**config.mk**
```make
export PLATFORM = sky130hd
export DESIGN_NAME = wb_ctrl
export DESIGN_NICKNAME = d
export VERILOG_FILES = /design/src/rtl/sneva_pkg.sv /design/src/rtl/wb_fifo.sv /design/src/rtl/wb_ctrl.sv
export SDC_FILE = /design/constraint.sdc
export NUM_CORES = 1
export LEC_CHECK = 0
export ABC_CLOCK_PERIOD_IN_PS = 3510
export CORE_UTILIZATION = 56
export CTS_CLUSTER_SIZE = 8
export DETAILED_ROUTE_END_ITERATION = 7
export HOLD_SLACK_MARGIN = 0.06
export PLACE_DENSITY = 0.8
export SLEW_MARGIN = 20
export SYNTH_ARGS = -nofsm -noshare
export SYNTH_HDL_FRONTEND = slang
export SYNTH_HIERARCHICAL = 1
export SYNTH_SLANG_ARGS = --single-unit
```
**constraint.sdc**
```tcl
create_clock -name clk -period 3.51 [get_ports clk]
set_input_delay 0.351 -clock clk [delete_from_list [all_inputs] [get_ports clk]]
set_output_delay 0.351 -clock clk [all_outputs]
set_load 0.1 [all_outputs]
```
**src/rtl/sneva_pkg.sv**
```systemverilog
// Shared constants and the queued writeback entry type.
package sneva_pkg;

  localparam int unsigned XLEN = 32;
  localparam int unsigned AW   = 5;

  typedef struct packed {
    logic [AW-1:0]   rd;
    logic [XLEN-1:0] data;
  } wb_entry_t;

endpackage

```
**src/rtl/wb_fifo.sv**
```systemverilog
// In-order writeback queue: up to two pushes and one pop per cycle.
// Slot 0 is always written before slot 1. The caller keeps occupancy within
// 0..DEPTH. Per-slot rd and valid vectors feed the pending-write lookup.
module wb_fifo
  import sneva_pkg::*;
#(
  parameter int unsigned DEPTH = 4,
  localparam int unsigned PW = $clog2(DEPTH),
  localparam int unsigned CW = $clog2(DEPTH) + 1
) (
  input  logic                     i_clk,
  input  logic                     i_rst,
  input  logic                     i_push0,
  input  wb_entry_t                i_ent0,
  input  logic                     i_push1,
  input  wb_entry_t                i_ent1,
  input  logic                     i_pop,
  output wb_entry_t                o_head,
  output logic [CW-1:0]            o_count,
  output logic [DEPTH-1:0]         o_valid,
  output logic [DEPTH-1:0][AW-1:0] o_rd
);

  wb_entry_t         r_mem [DEPTH];
  logic [PW-1:0]     r_wptr;
  logic [PW-1:0]     r_rptr;
  logic [CW-1:0]     r_count;
  logic [PW-1:0]     w_wptr1;
  logic [PW-1:0]     w_wptr_nxt;
  logic [PW-1:0]     w_off;

  assign w_wptr1 = r_wptr + PW'(1);

  // Next write pointer advances by the number of pushes this cycle.
  always_comb begin
    w_wptr_nxt = r_wptr;
    if (i_push0 && i_push1)
      w_wptr_nxt = r_wptr + PW'(2);
    else if (i_push0 || i_push1)
      w_wptr_nxt = w_wptr1;
  end

  // Storage array; the second entry lands behind the first when both push.
  always_ff @(posedge i_clk) begin
    if (i_push0)
      r_mem[r_wptr] <= i_ent0;
    if (i_push1)
      r_mem[i_push0 ? w_wptr1 : r_wptr] <= i_ent1;
  end

  // Pointers and occupancy.
  always_ff @(posedge i_clk or posedge i_rst) begin
    if (i_rst) begin
      r_wptr  <= '0;
      r_rptr  <= '0;
      r_count <= '0;
    end else begin
      r_wptr  <= w_wptr_nxt;
      if (i_pop)
        r_rptr <= r_rptr + PW'(1);
      r_count <= r_count + CW'(i_push0) + CW'(i_push1) - CW'(i_pop);
    end
  end

  // A slot is valid when its distance from the read pointer is below the count.
  always_comb begin
    o_valid = '0;
    o_rd    = '0;
    w_off   = '0;
    for (int unsigned i = 0; i < DEPTH; i++) begin
      w_off      = PW'(i) - r_rptr;
      o_valid[i] = ({1'b0, w_off} < r_count);
      o_rd[i]    = r_mem[i].rd;
    end
  end

  assign o_head  = r_mem[r_rptr];
  assign o_count = r_count;

endmodule

```
**src/rtl/wb_ctrl.sv**
```systemverilog
// Writeback controller: accepts LSU/ALU results, queues them in order,
// drains one per cycle into the register bank write port, drops r0 writes
// and answers decode hazard queries.
module wb_ctrl #(
  parameter int unsigned DEPTH = 4,
  parameter int unsigned XLEN  = sneva_pkg::XLEN,
  parameter int unsigned AW    = sneva_pkg::AW
) (
  input  logic                   clk,
  input  logic                   rst,
  input  logic                   lsu_valid,
  output logic                   lsu_ready,
  input  logic [AW-1:0]          lsu_rd,
  input  logic [XLEN-1:0]        lsu_data,
  input  logic                   alu_valid,
  output logic                   alu_ready,
  input  logic [AW-1:0]          alu_rd,
  input  logic [XLEN-1:0]        alu_data,
  input  logic                   rf_busy,
  output logic                   reg_wen,
  output logic [AW-1:0]          reg_waddr,
  output logic [XLEN-1:0]        reg_wdata,
  input  logic [AW-1:0]          chk_addr,
  output logic                   chk_pending,
  output logic [$clog2(DEPTH):0] q_count
);

  localparam int unsigned CW = $clog2(DEPTH) + 1;
  localparam logic [CW-1:0] FULL_CNT = CW'(DEPTH);
  localparam logic [CW-1:0] LAST_CNT = CW'(DEPTH - 1);

  sneva_pkg::wb_entry_t     w_ent0;
  sneva_pkg::wb_entry_t     w_ent1;
  sneva_pkg::wb_entry_t     w_head;
  logic [CW-1:0]            w_count;
  logic [DEPTH-1:0]         w_valid;
  logic [DEPTH-1:0][AW-1:0] w_rd;
  logic                     w_lsu_ready;
  logic                     w_alu_ready;
  logic                     w_push0;
  logic                     w_push1;
  logic                     w_pop;
  logic                     w_hit;
  logic                     r_wen;
  logic [AW-1:0]            r_waddr;
  logic [XLEN-1:0]          r_wdata;

  // Readiness uses only the registered count; the last free slot goes to the LSU.
  assign w_lsu_ready = !rst && (w_count < FULL_CNT);
  assign w_alu_ready = !rst && ((w_count < LAST_CNT) ||
                                ((w_count == LAST_CNT) && !lsu_valid));

  // r0 results complete the handshake but never enter the queue.
  assign w_push0 = lsu_valid && w_lsu_ready && (lsu_rd != '0);
  assign w_push1 = alu_valid && w_alu_ready && (alu_rd != '0);
  assign w_pop   = (w_count != '0) && !rf_busy;

  assign w_ent0 = '{rd: lsu_rd, data: lsu_data};
  assign w_ent1 = '{rd: alu_rd, data: alu_data};

  wb_fifo #(
    .DEPTH (DEPTH)
  ) u_fifo (
    .i_clk   (clk),
    .i_rst   (rst),
    .i_push0 (w_push0),
    .i_ent0  (w_ent0),
    .i_push1 (w_push1),
    .i_ent1  (w_ent1),
    .i_pop   (w_pop),
    .o_head  (w_head),
    .o_count (w_count),
    .o_valid (w_valid),
    .o_rd    (w_rd)
  );

  // Bank write port register: pulse low for one cycle per popped entry.
  always_ff @(posedge clk or posedge rst) begin
    if (rst) begin
      r_wen   <= 1'b1;
      r_waddr <= '0;
      r_wdata <= '0;
    end else if (w_pop) begin
      r_wen   <= 1'b0;
      r_waddr <= w_head.rd;
      r_wdata <= w_head.data;
    end else begin
      r_wen   <= 1'b1;
    end
  end

  // Hazard lookup over queued entries plus the write currently on the port.
  always_comb begin
    w_hit = 1'b0;
    for (int unsigned i = 0; i < DEPTH; i++) begin
      if (w_valid[i] && (w_rd[i] == chk_addr))
        w_hit = 1'b1;
    end
  end

  assign chk_pending = (chk_addr != '0) &&
                       (w_hit || (!r_wen && (r_waddr == chk_addr)));

  assign lsu_ready = w_lsu_ready;
  assign alu_ready = w_alu_ready;
  assign reg_wen   = r_wen;
  assign reg_waddr = r_waddr;
  assign reg_wdata = r_wdata;
  assign q_count   = w_count;

endmodule

```
==> results of run 1 <==
[flip-flops by register name (all words and copies together) (netlist names)]
name	cells
reg_waddr	5
reg_wdata	32
reg_wen	1
u_fifo/r_wptr	2
u_fifo/r_mem	148
u_fifo/r_rptr	2
u_fifo/o_count	3
[stage by stage]
stage | cells | instance area [sq um]
floorplan | 581 | 10100
global placement | 898 | 11500
global route | 930 | 12100
CTS | 930 | 12100
detailed placement | 898 | 11500
finish | 930 | 12100
[cell usage in the layout, fill, tap and decap left out, drive strengths merged, types with 2 or more instances in the layout]
master         instances
a21o                   2
buf                   24
clkdlybuf4s50        124
inv                   14
clkinv                 4
clkbuf                20
clkinvlp               2
o311a                  2
edfxtp               148
or2                    3
fa                     2
ha                    11
bufinv                 4
a31oi                  2
mux2                 185
mux4                  37
xor2                  20
nand3                  4
o32ai                  2
a21oi                  4
nand2b                 2
or3                    2
dfrtp                 44
nand2                 11
nor4                   4
nor2                   5
xnor2                 10
[worst max-delay path, stage by stage]
cell and delay (ps):
clkdlybuf4s50_1 470, or3_1 410, o311a_1 490, nand2b_4 240
o32ai_4 280, buf_4 360, mux2_2 390
[final timing paths]
path / start / endpoint / slack [ps] / depth (start not counted)
max: lsu_rd[1] / u_fifo/r_mem[2][1]$_DFFE_PP_ / 680 / 7
min: rst / u_fifo/r_rptr[1]$_DFFE_PP0P_ / 320 / 2
max reg2reg: u_fifo/o_count[2]$_DFF_PP0_ / u_fifo/r_mem[3][29]$_DFFE_PP_ / 840 / 6
min reg2reg: reg_wdata[15]$_DFFE_PP0P_ / reg_wdata[15]$_DFFE_PP0P_ / 510 / 1
max in group asynchronous: rst / reg_wdata[23]$_DFFE_PP0P_ / 2340 / 2
min in group clk: reg_wdata[15]$_DFFE_PP0P_ / reg_wdata[15]$_DFFE_PP0P_ / 510 / 1
[synthesized netlist by cell type, types with 2 or more instances]
master    number  share of area, %
dfrtp_1       44                11
inv_1         11              0.41
mux2_4        48               7.2
xnor2_1       10              0.88
or3_1          2              0.13
xor2_1        20               1.8
buf_4         24               1.8
o311a_1        2              0.20
a21oi_1        4              0.20
ha_1          11               1.4
nor2_1         5              0.19
mux2_2       108                12
nand3_1        4              0.20
or2_2          3              0.19
buf_2         11              0.55
a21o_1         2              0.15
nor4_1         4              0.25
buf_1          3              0.11
mux2_1        29               3.3
nand2_1       10              0.38
fa_1           2              0.40
o32ai_2        2              0.33
mux4_2        37               8.3
buf_12         3              0.60
a31oi_2        2              0.25
buf_6         13               1.5
edfxtp_1     148                44
[cell type report]
cell class | count | area share, %
flip-flops and latches | 193 | 46.1
multi-input cells | 320 | 33.2
repair buffers | 148 | 12.8
well taps | 225 | 2.33
inverters | 12 | 0.372
clock inverters | 12 | 1.49
clock buffers | 20 | 3.77
[logic make-up after synthesis]
| kind of cell | synth area share, % |
|---|---|
| muxes | 31.0 |
| DFF | 55.7 |
| and+or+nand+nor | 2.08 |
| xor gates and xnor gates | 2.63 |
| AOI/OAI and AO/OA | 1.61 |
| adders and majority gates | 1.78 |
| buffers and inverters | 5.17 |
[metal layers]
layer	part of all wire [%]	global-route usage, %	vias up
li1	-	-	2443
met1	41	30.2	2829
met2	52	41.6	192
met3	5.3	3.85	21
met4	1.2	7.24	0
met5	0	0	-
[report_power, final]
group | total [mW] | internal (mW) | leakage [nW] | switching, mW
combinational | 4.80 | 1.69 | 2.24 | 3.11
sequential | 3.30 | 3.03 | 1.86 | 0.265
clock | 2.06 | 1.23 | 0.307 | 0.826
==> metrics.md, run 1 <==
| Metric | Value |
|---|---|
| Outcome | finished, final reports clean |
| Antenna diode count | 0 |
| Largest net degree at the start of global routing | 41 |
| Post-synth EDFFs | 148 |
| Vias per inst | 5.90 |
| Footprint of the multi-input gates | 0.00402 sq mm |
| Worst hold path class | input port to async pin |
| Antenna Nets Post-Route | 0 |
| Die X | 136 um |
| Clock Skew | 10.8 ps |
| I/O Buffers | 127 |
| FF+latch count, synth | 193 |
| Clock latency on the worst-skew pair | 440 ps |
| Core footprint | 0.0174 sq mm |
| Dpl ws | 253 ps |
| Pre-Repair DR Iteration Count | 4 |
| NumNets Final | 789 |
| Clock Pin Slew Worst Setup and Hold Paths | 70 ps |
| Clk root buf | clkbuf_16 |
| FFs w/ async S/R, synth | 23.3% |
| Final GP Congestion | 0.877 |
| Final hold viol count | 0 |
| Number of global-route vias before repair | 5829 |
| Setup TNS | 0 ps |
| CTS sink cnt | 193 |
| Drt drc | 0 |
| Die height | 136 um |
| CP required | 3690 ps |
| Post-synthesis cell type count | 46 |
| Worst rel slew slack | 32.9% |
| Fin crit share | 80.7% |
| Cell area after synthesis | 0.00999 sq mm |
| CTS tree | built |
| Area delta synth->final | 21.1% |
| Nature of the critical path endpoint | register |
| Fmax | 353 MHz |
| Worst slew pin tran | 1000 ps |
| Wirelength, routed | 20400 um |
| Fraction of the yosys area taken by sequential cells | 55.7% |
| PD cells | 839 mW/mm^2 |
| Post-Syn Nets | 678 |
| Count of pins over their slew limit | 0 |
| Level count of the clock H-tree | 4 |
| # IOs | 128 |
| CP Max Fanout | 16 |
| Clock Path Buffers | 2 |
| Routed vias | 5485 |
| # rows | 48 |
| Peak supply drop | 0.646 mV |
| Hpwl dp | 13500 um |
| 1st-iter DRT viols | 307 |
| Postcts setup bufs | 0 |
| Util after Layout | 69.7% |
| Post-CTS sizing | 0 |
| Total power draw | 10.2 mW |
| Share of layout cells above drive strength 1 | 38.7% |
| Tmin final | 2830 ps |
| MaxCap Viol Count | 0 |
| Final WS setup | 676 ps |
| Crit path launch type | input port |
| Final setup fails | 0 |
| Mapped Avg Cell Area | 17.2 sq um |
| Num CTS Buffers | 17 |
| Routed wire per std cell | 22.0 um |
| RSZ-0062 raised after global routing | false |
| Filler cells | 1161 |
| Syn Inst Count | 581 |
| Die area | 0.0184 sq mm |
| CTS Hold Bufs | 0 |
| Most frequently used flop master after synthesis | edfxtp_1 |
| WHS | 321 ps |
| Global-route wire length before repair | 32000 um |
| Starting Density | 57.6% |
| Synth Warn # | 6 |
| Total track usage | 23.7% |
| Total congestion overflow | 0 |
| Sequential cell area | 0.00558 sq mm |
| CP Class | input port to register |
| Leak | 4.41 nW |
| Initial antenna violation count | 0 |
| Worst EP arrival | 3010 ps |
Note: power is estimated with default switching activity, not from simulation.
==> run 2: changes to the inputs <==
Settings changed: ABC_CLOCK_PERIOD_IN_PS 3510 to 2500, CORE_UTILIZATION 56 to 51, PLACE_DENSITY 0.8 to 0.76.
Clock period 3.51 ns to 2.5 ns, I/O delays scaled along.
==> run 2 against run 1 <==
The flow now finishes with violations (negative setup slack). Clock power is 22% higher. Global-route usage shrank 0.16 points. Sequential cell count is the same. Sequential power grew 40%. Wire length increased by 14%. Register-to-register slack got worse by 880 ps. Total power rose by 45%. Largest power group unchanged.
==> metrics.md, run 2 (same netlist as run 1, synthesis figures left out) <==
| Metric | Value |
|---|---|
| Clock Skew | 9.03 ps (was 10.8 ps) |
| Routed vias | 5812 (was 5485) |
| Most used cells in the layout excluding fill and tap cells | edfxtp_1 (148), mux2_2 (92), buf_4 (90), mux2_4 (85), clkdlybuf4s50_1 (80) (was edfxtp_1 (148), clkdlybuf4s50_1 (124), mux2_2 (108), mux2_4 (48), dfrtp_1 (39)) |
| Most flops, register | u_fifo/r_mem (unchanged) |
| Wirelength, routed | 23200 um (was 20400 um) |
| Num CTS Buffers | 17 (unchanged) |
| Buf/Inv on CP | 5 (was 2) |
| CTS Hold Bufs | 0 (unchanged) |
| Antenna Nets Post-Route | 0 (unchanged) |
| Worst rel slew slack | 57.9% (was 32.9%) |
| Final hold viol count | 0 (unchanged) |
| Total power draw | 14.7 mW (was 10.2 mW) |
| Hpwl dp | 14400 um (was 13500 um) |
| PD cells | 1120 mW/mm^2 (was 839 mW/mm^2) |
| Delay of the slowest critical-path stage | 430 ps (was 490 ps) |
| Nature of the critical path endpoint | output port (was register) |
| Count of pins over their slew limit | 0 (unchanged) |
| CP Max Fanout | 5 (was 16) |
| Clock Pin Slew Worst Setup and Hold Paths | 70 ps (about the same) |
| Reg2reg path depth | 9 (was 6) |
| Clock Path Buffers | 2 (unchanged) |
| Max stage delay cell, worst path | dfrtp_4 (was o311a_1) |
| RR Endpoint | u_fifo/r_mem[3][15]$_DFFE_PP_ (was u_fifo/r_mem[3][29]$_DFFE_PP_) |
| Drt drc | 0 (unchanged) |
| Routed wire per std cell | 22.4 um (was 22.0 um) |
| # rows | 50 (was 48) |
| NumNets Final | 860 (was 789) |
| Tmin final | 2630 ps |
| MaxCap Viol Count | 0 (unchanged) |
| Die X | 142 um (was 136 um) |
| Worst setup path start | u_fifo/o_count[1]$_DFF_PP0_ (was lsu_rd[1]) |
| Total congestion overflow | 0 (unchanged) |
| Largest register FFs | 148 (unchanged) |
| Fin crit share | 105% |
| Cell depth of the worst setup path | 10 (was 7) |
| Failing checks | negative setup slack |
| Core footprint | 0.0190 sq mm (was 0.0174 sq mm) |
| Final GP Congestion | 0.822 (was 0.877) |
| Worst EP arrival | 2380 ps (was 3010 ps) |
| Dpl ws | -426 ps (was 253 ps) |
| 1st-iter DRT viols | 464 (was 307) |
| Largest net degree at the start of global routing | 41 (unchanged) |
| Pre-Repair DR Iteration Count | 5 (was 4) |
| Area delta synth->final | 31.8% (was 21.1%) |
| Most common cell after layout, fill and taps aside | edfxtp_1 (unchanged) |
| RR Startpoint | u_fifo/o_count[2]$_DFF_PP0_ (unchanged) |
| Worst slew pin tran | 631 ps (was 1000 ps) |
| Clock latency on the worst-skew pair | 430 ps (was 440 ps) |
| Reg2Reg Setup Slack | -40 ps (was 840 ps) |
| I/O Buffers | 127 (unchanged) |
| Starting Density | 52.7% (was 57.6%) |
| CP cell instances | buf_6, clkinvlp_4, buf_4, buf_4, ha_1, o21bai_1, nand3_1, nand2_1, o22a_2, buf_12 (was clkdlybuf4s50_1, or3_1, o311a_1, nand2b_4, o32ai_4, buf_4, mux2_2) |
| Outcome | finished with violations (was finished, final reports clean) |
| Peak supply drop | 0.839 mV (was 0.646 mV) |
| Share of layout cells above drive strength 1 | 53.6% (was 38.7%) |
| Leak | 5.04 nW (was 4.41 nW) |
| Vias per inst | 5.61 (was 5.90) |
| Number of global-route vias before repair | 6188 (was 5829) |
| Crit path launch type | register (was input port) |
| CTS sink cnt | 193 (unchanged) |
| Antenna diode count | 0 (unchanged) |
| Clk root buf | clkbuf_16 (unchanged) |
| Level count of the clock H-tree | 4 (unchanged) |
| Critical path's top delay family | buffers and inverters (unchanged) |
| RSZ-0062 raised after global routing | true (was false) |
| Final WS setup | -127 ps (was 676 ps) |
| Fmax | 381 MHz |
| CP required | 2250 ps (was 3690 ps) |
| CP Class | register to output port (was input port to register) |
| Die height | 142 um (was 136 um) |
| CP endpoint | chk_pending (was u_fifo/r_mem[2][1]$_DFFE_PP_) |
| Die area | 0.0202 sq mm (was 0.0184 sq mm) |
| Total track usage | 23.6% (was 23.7%) |
| Cell mode on critical path | buf_4 |
| Global-route wire length before repair | 34600 um (was 32000 um) |
| Initial antenna violation count | 0 (unchanged) |
| # IOs | 128 (unchanged) |
| CTS tree | built (unchanged) |
| Worst hold path class | input port to async pin (unchanged) |
| Final setup fails | 29 (was 0) |
run 2: cell count changes in the layout (fill, tap and decap cells not counted), sizes merged:
cell / previous run / this run
bufinv: 4 / 1
buf: 24 / 128
dlymetal6s2s: 0 / 2
clkdlybuf4s50: 124 / 80
clkbuf: 20 / 28
clkinv: 4 / 8
dlygate4sd2: 0 / 1
bufbuf: 0 / 1
inv: 14 / 12
run 2: worst register-to-register path, delay by kind of cell, from the launching register on:
family,cells,cell delay (ps)
flops,1,510
buf+inv,4,630
compound gates,4,1050
simple gates,1,60
run 2: timing repair:
action | in CTS | in global routing
cloned | 2 | 8
resized for setup | 23 | 32
endpoints found under the setup margin | 76 | 204
pin swaps | 4 | 10
setup buffers | 10 | 11
run 2: per-stage QoR:
stage	cell area [sq um]	instances	util, %	hold slack (ps)	setup TNS [ps]
after CTS	12700	1018	67.2	314	-142
after floorplan	10200	581	-	53.4	-217350
after global routing	13200	1036	69.5	348	-4010
final	13200	1036	69.5	306	-669
after global placement	12000	974	63.0	492	-106020
after detailed placement	12000	974	63.0	498	-114100
run 2: cell type report:
class | instances | area [sq um]
Timing Repair Buffer | 219 | 2380
Multi-Input combinational cell | 320 | 4300
Sequential cell | 193 | 5590
Inverter | 12 | 48.8
Clock buffer | 21 | 440
Tap cell | 260 | 325
Clock inverter | 11 | 88.8
Fill cell | 1221 | 5780
run 2: worst min-delay path by stage:
stage / end / cells past startpoint / slack (ps) / startpoint
global placement: reg_wdata[24]$_DFFE_PP0P_ / 1 / 490 / reg_wdata[24]$_DFFE_PP0P_
detailed placement: reg_wdata[24]$_DFFE_PP0P_ / 1 / 500 / reg_wdata[24]$_DFFE_PP0P_
global route: u_fifo/o_count[1]$_DFF_PP0_ / 3 / 350 / rst
floorplan: u_fifo/r_rptr[0]$_DFFE_PP0P_ / 1 / 50 / rst
CTS: u_fifo/o_count[1]$_DFF_PP0_ / 3 / 310 / rst
finish: u_fifo/o_count[1]$_DFF_PP0_ / 3 / 310 / rst
run 2: report_power, final:
part	leakage (nW)	internal [mW]	switching [mW]
Clock	0.255	1.36	1.14
Sequential	1.86	4.27	0.362
Combinational	2.92	2.92	4.66
Total	5.04	8.55	6.16
run 2: layer usage:
metal | vias to the layer above | GRT usage [%] | wire (um)
li1 | 2592 | - | -
met1 | 3016 | 29.5 | 9820
met2 | 183 | 41.8 | 11900
met3 | 21 | 4.85 | 1150
met4 | 0 | 5.83 | 312
met5 | - | 0 | 0
==> run 3: changes to the inputs <==
Settings changed: ABC_CLOCK_PERIOD_IN_PS 2500 to 2200, CORE_UTILIZATION 51 to 52, CTS_BUF_LIST from default to sky130_fd_sc_hd__clkbuf_4, PLACE_DENSITY 0.76 to 0.78.
Clock period 2.5 ns to 2.2 ns, I/O delays scaled along.
==> run 3 against run 2 <==
The run still ends with negative setup slack left. Design area increased by 3.7%. Sequential power is 13% higher. Register-to-register slack worse by 440 ps. Non-clock buffer count increased by 30. Largest power group unchanged. Worst setup slack got worse by 450 ps. Via count grew 7.2%. Total power is 13% higher.
==> metrics.md, run 3 (same netlist as run 1, synthesis figures left out) <==
| Metric | Value |
|---|---|
| Dpl ws | -755 ps (was -426 ps) |
| Drt drc | 0 (unchanged) |
| Fmax | 361 MHz |
| Worst EP arrival | 2550 ps (was 2380 ps) |
| PD cells | 1220 mW/mm^2 (was 1120 mW/mm^2) |
| 1st-iter DRT viols | 373 (was 464) |
| Clk root buf | clkbuf_4 (was clkbuf_16) |
| Sequential cell area | 0.00558 sq mm (was 0.00559 sq mm) |
| CP Class | register to output port (unchanged) |
| Tmin final | 2770 ps |
| Die area | 0.0198 sq mm (was 0.0202 sq mm) |
| Outcome | finished with violations (unchanged) |
| RR Endpoint | u_fifo/r_mem[2][5]$_DFFE_PP_ (was u_fifo/r_mem[3][15]$_DFFE_PP_) |
| Reg2Reg Setup Slack | -480 ps (was -40 ps) |
| Failing checks | negative setup slack (unchanged) |
| Antenna Nets Post-Route | 0 (unchanged) |
| Num CTS Buffers | 17 (unchanged) |
| Placed Cells | 950 (was 974) |
| Hpwl dp | 14400 um (about the same) |
| Wirelength, routed | 26600 um (was 23200 um) |
| Total track usage | 27.6% (was 23.6%) |
| CTS tree | built (unchanged) |
| Final setup fails | 301 (was 29) |
| Die X | 141 um (was 142 um) |
| Count of pins over their slew limit | 0 (unchanged) |
| Total congestion overflow | 0 (unchanged) |
| Final GP Congestion | 0.814 (was 0.822) |
| Number of global-route vias before repair | 6602 (was 6188) |
| Die height | 141 um (was 142 um) |
| Clock latency on the worst-skew pair | 610 ps (was 430 ps) |
| Leak | 5.35 nW (was 5.04 nW) |
| Crit path launch type | register (unchanged) |
| NumNets Final | 890 (was 860) |
| Area delta synth->final | 36.7% (was 31.8%) |
| Clock Skew | 12.4 ps (was 9.03 ps) |
| Global-route wire length before repair | 39600 um (was 34600 um) |
| Starting Density | 53.3% (was 52.7%) |
| Setup TNS | -109910 ps (was -669 ps) |
| Final non-filler cell total | 1042 (was 1036) |
| Most used cells in the layout excluding fill and tap cells | edfxtp_1 (148), mux2_4 (120), clkdlybuf4s50_1 (81), buf_4 (80), mux2_2 (64) (was edfxtp_1 (148), mux2_2 (92), buf_4 (90), mux2_4 (85), clkdlybuf4s50_1 (80)) |
| RR Startpoint | u_fifo/o_count[1]$_DFF_PP0_ (was u_fifo/o_count[2]$_DFF_PP0_) |
| Area after DPL | 0.0120 sq mm (about the same) |
| CP Max Fanout | 3 (was 5) |
| Fin crit share | 126% |
| Most flops, register | u_fifo/r_mem (unchanged) |
| Clock Path Buffers | 2 (unchanged) |
| Filler cells | 1102 (was 1221) |
| Core footprint | 0.0188 sq mm (was 0.0190 sq mm) |
| Share of layout cells above drive strength 1 | 57.6% (was 53.6%) |
| # rows | 50 (unchanged) |
| Most common cell after layout, fill and taps aside | edfxtp_1 (unchanged) |
| I/O Buffers | 127 (unchanged) |
| Vias per inst | 5.98 (was 5.61) |
| Final hold viol count | 0 (unchanged) |
| MaxCap Viol Count | 0 (unchanged) |
| Pre-Repair DR Iteration Count | 5 (unchanged) |
| Worst hold path class | input port to async pin (unchanged) |
| Largest register FFs | 148 (unchanged) |
| Reg2reg path depth | 12 (was 9) |
| Level count of the clock H-tree | 4 (unchanged) |
| Clock Pin Slew Worst Setup and Hold Paths | 150 ps (was 70 ps) |
| Largest net degree at the start of global routing | 41 (unchanged) |
| Worst rel slew slack | 58.3% (was 57.9%) |
| Nature of the critical path endpoint | output port (unchanged) |
| Fin area | 0.0137 sq mm (was 0.0132 sq mm) |
| CTS sink cnt | 193 (unchanged) |
| Routed wire per std cell | 25.5 um (was 22.4 um) |
| CP required | 1980 ps (was 2250 ps) |
| Worst slew pin tran | 625 ps (was 631 ps) |
| # IOs | 128 (unchanged) |
| RSZ-0062 raised after global routing | true (unchanged) |
| Initial antenna violation count | 1 (was 0) |
| Routed vias | 6228 (was 5812) |
| Footprint of the multi-input gates | 0.00446 sq mm (was 0.00430 sq mm) |
| Final WS setup | -572 ps (was -127 ps) |
| Peak supply drop | 0.791 mV (was 0.839 mV) |
-- run 3: cell types whose count changed in the layout (fill, tap and decap cells not counted), moves of 10 or more --
cell,before,now
clkbuf_4,0,17
mux2_4,85,120
buf_12,25,42
clkbuf_16,24,2
buf_6,11,24
mux2_2,92,64
buf_4,90,80
-- run 3: final cells by class --
| class | count | share of cell area, % |
|---|---|---|
| flip-flops and latches | 193 | 40.9 |
| multi-input cells | 320 | 32.7 |
| repair buffers | 249 | 21.8 |
| well taps | 234 | 2.14 |
| clock inverters | 15 | 1.14 |
| clock buffers | 17 | 0.934 |
| inverters | 12 | 0.403 |
| diodes | 2 | 0.0366 |
-- run 3: worst max-delay path by stage --
stage	from	to	slack (ps)	cells past startpoint
2_1_floorplan	u_fifo/o_count[1]$_DFF_PP0_	u_fifo/r_mem[3][0]$_DFFE_PP_	-1180	7
3_3_place_gp	lsu_rd[1]	u_fifo/r_mem[2][2]$_DFFE_PP_	-690	7
3_5_place_dp	lsu_rd[1]	u_fifo/r_mem[2][5]$_DFFE_PP_	-750	7
4_1_cts	u_fifo/r_rptr[1]$_DFFE_PP0P_	chk_pending	-480	9
5_1_grt	u_fifo/r_rptr[0]$_DFFE_PP0P_	chk_pending	-620	9
6_report	u_fifo/r_rptr[0]$_DFFE_PP0P_	chk_pending	-570	9
-- run 3: where the power goes --
part / switching (mW) / internal (mW) / leakage, nW
Combinational: 5.64 / 3.77 / 3.34
Sequential: 0.396 / 4.84 / 1.86
Clock: 1.27 / 0.688 / 0.151
Total: 7.30 / 9.30 / 5.35
-- run 3: worst max-delay path, stage by stage (launching register included) --
cell and delay [ps]:
dfrtp_2 480, xor2_2 230, inv_2 80, ha_4 270, a21oi_2 40, or2_4 260
nand3_4 80, o311ai_4 100, o22a_4 250, buf_12 160
-- run 3: repair_timing --
action	CTS	global route
gates resized for setup	112	44
cloned	21	2
buffers inserted	38	21
pin swaps	8	13
hold buffers	0	0
setup endpoints to repair	299	302
hold endpoints to repair	0	0
-- run 3: metrics by stage --
step | total power, mW | utilization (%) | hold slack (ps)
floorplan | 11.2 | - | 23.4
global placement | 13.3 | 64.1 | 474
detailed placement | 13.5 | 64.1 | 484
CTS | 16.4 | 73.0 | 189
global route | 17.2 | 72.8 | 212
finish | 16.6 | 72.8 | 210
-- run 3: per-layer routing --
| metal | up-vias | GRT usage (%) | wire length (um) |
|---|---|---|---|
| li1 | 2653 | - | - |
| met1 | 3259 | 34.3 | 10700 |
| met2 | 271 | 49.0 | 13900 |
| met3 | 45 | 4.48 | 1370 |
| met4 | 0 | 9.32 | 624 |
| met5 | - | 0 | 0 |
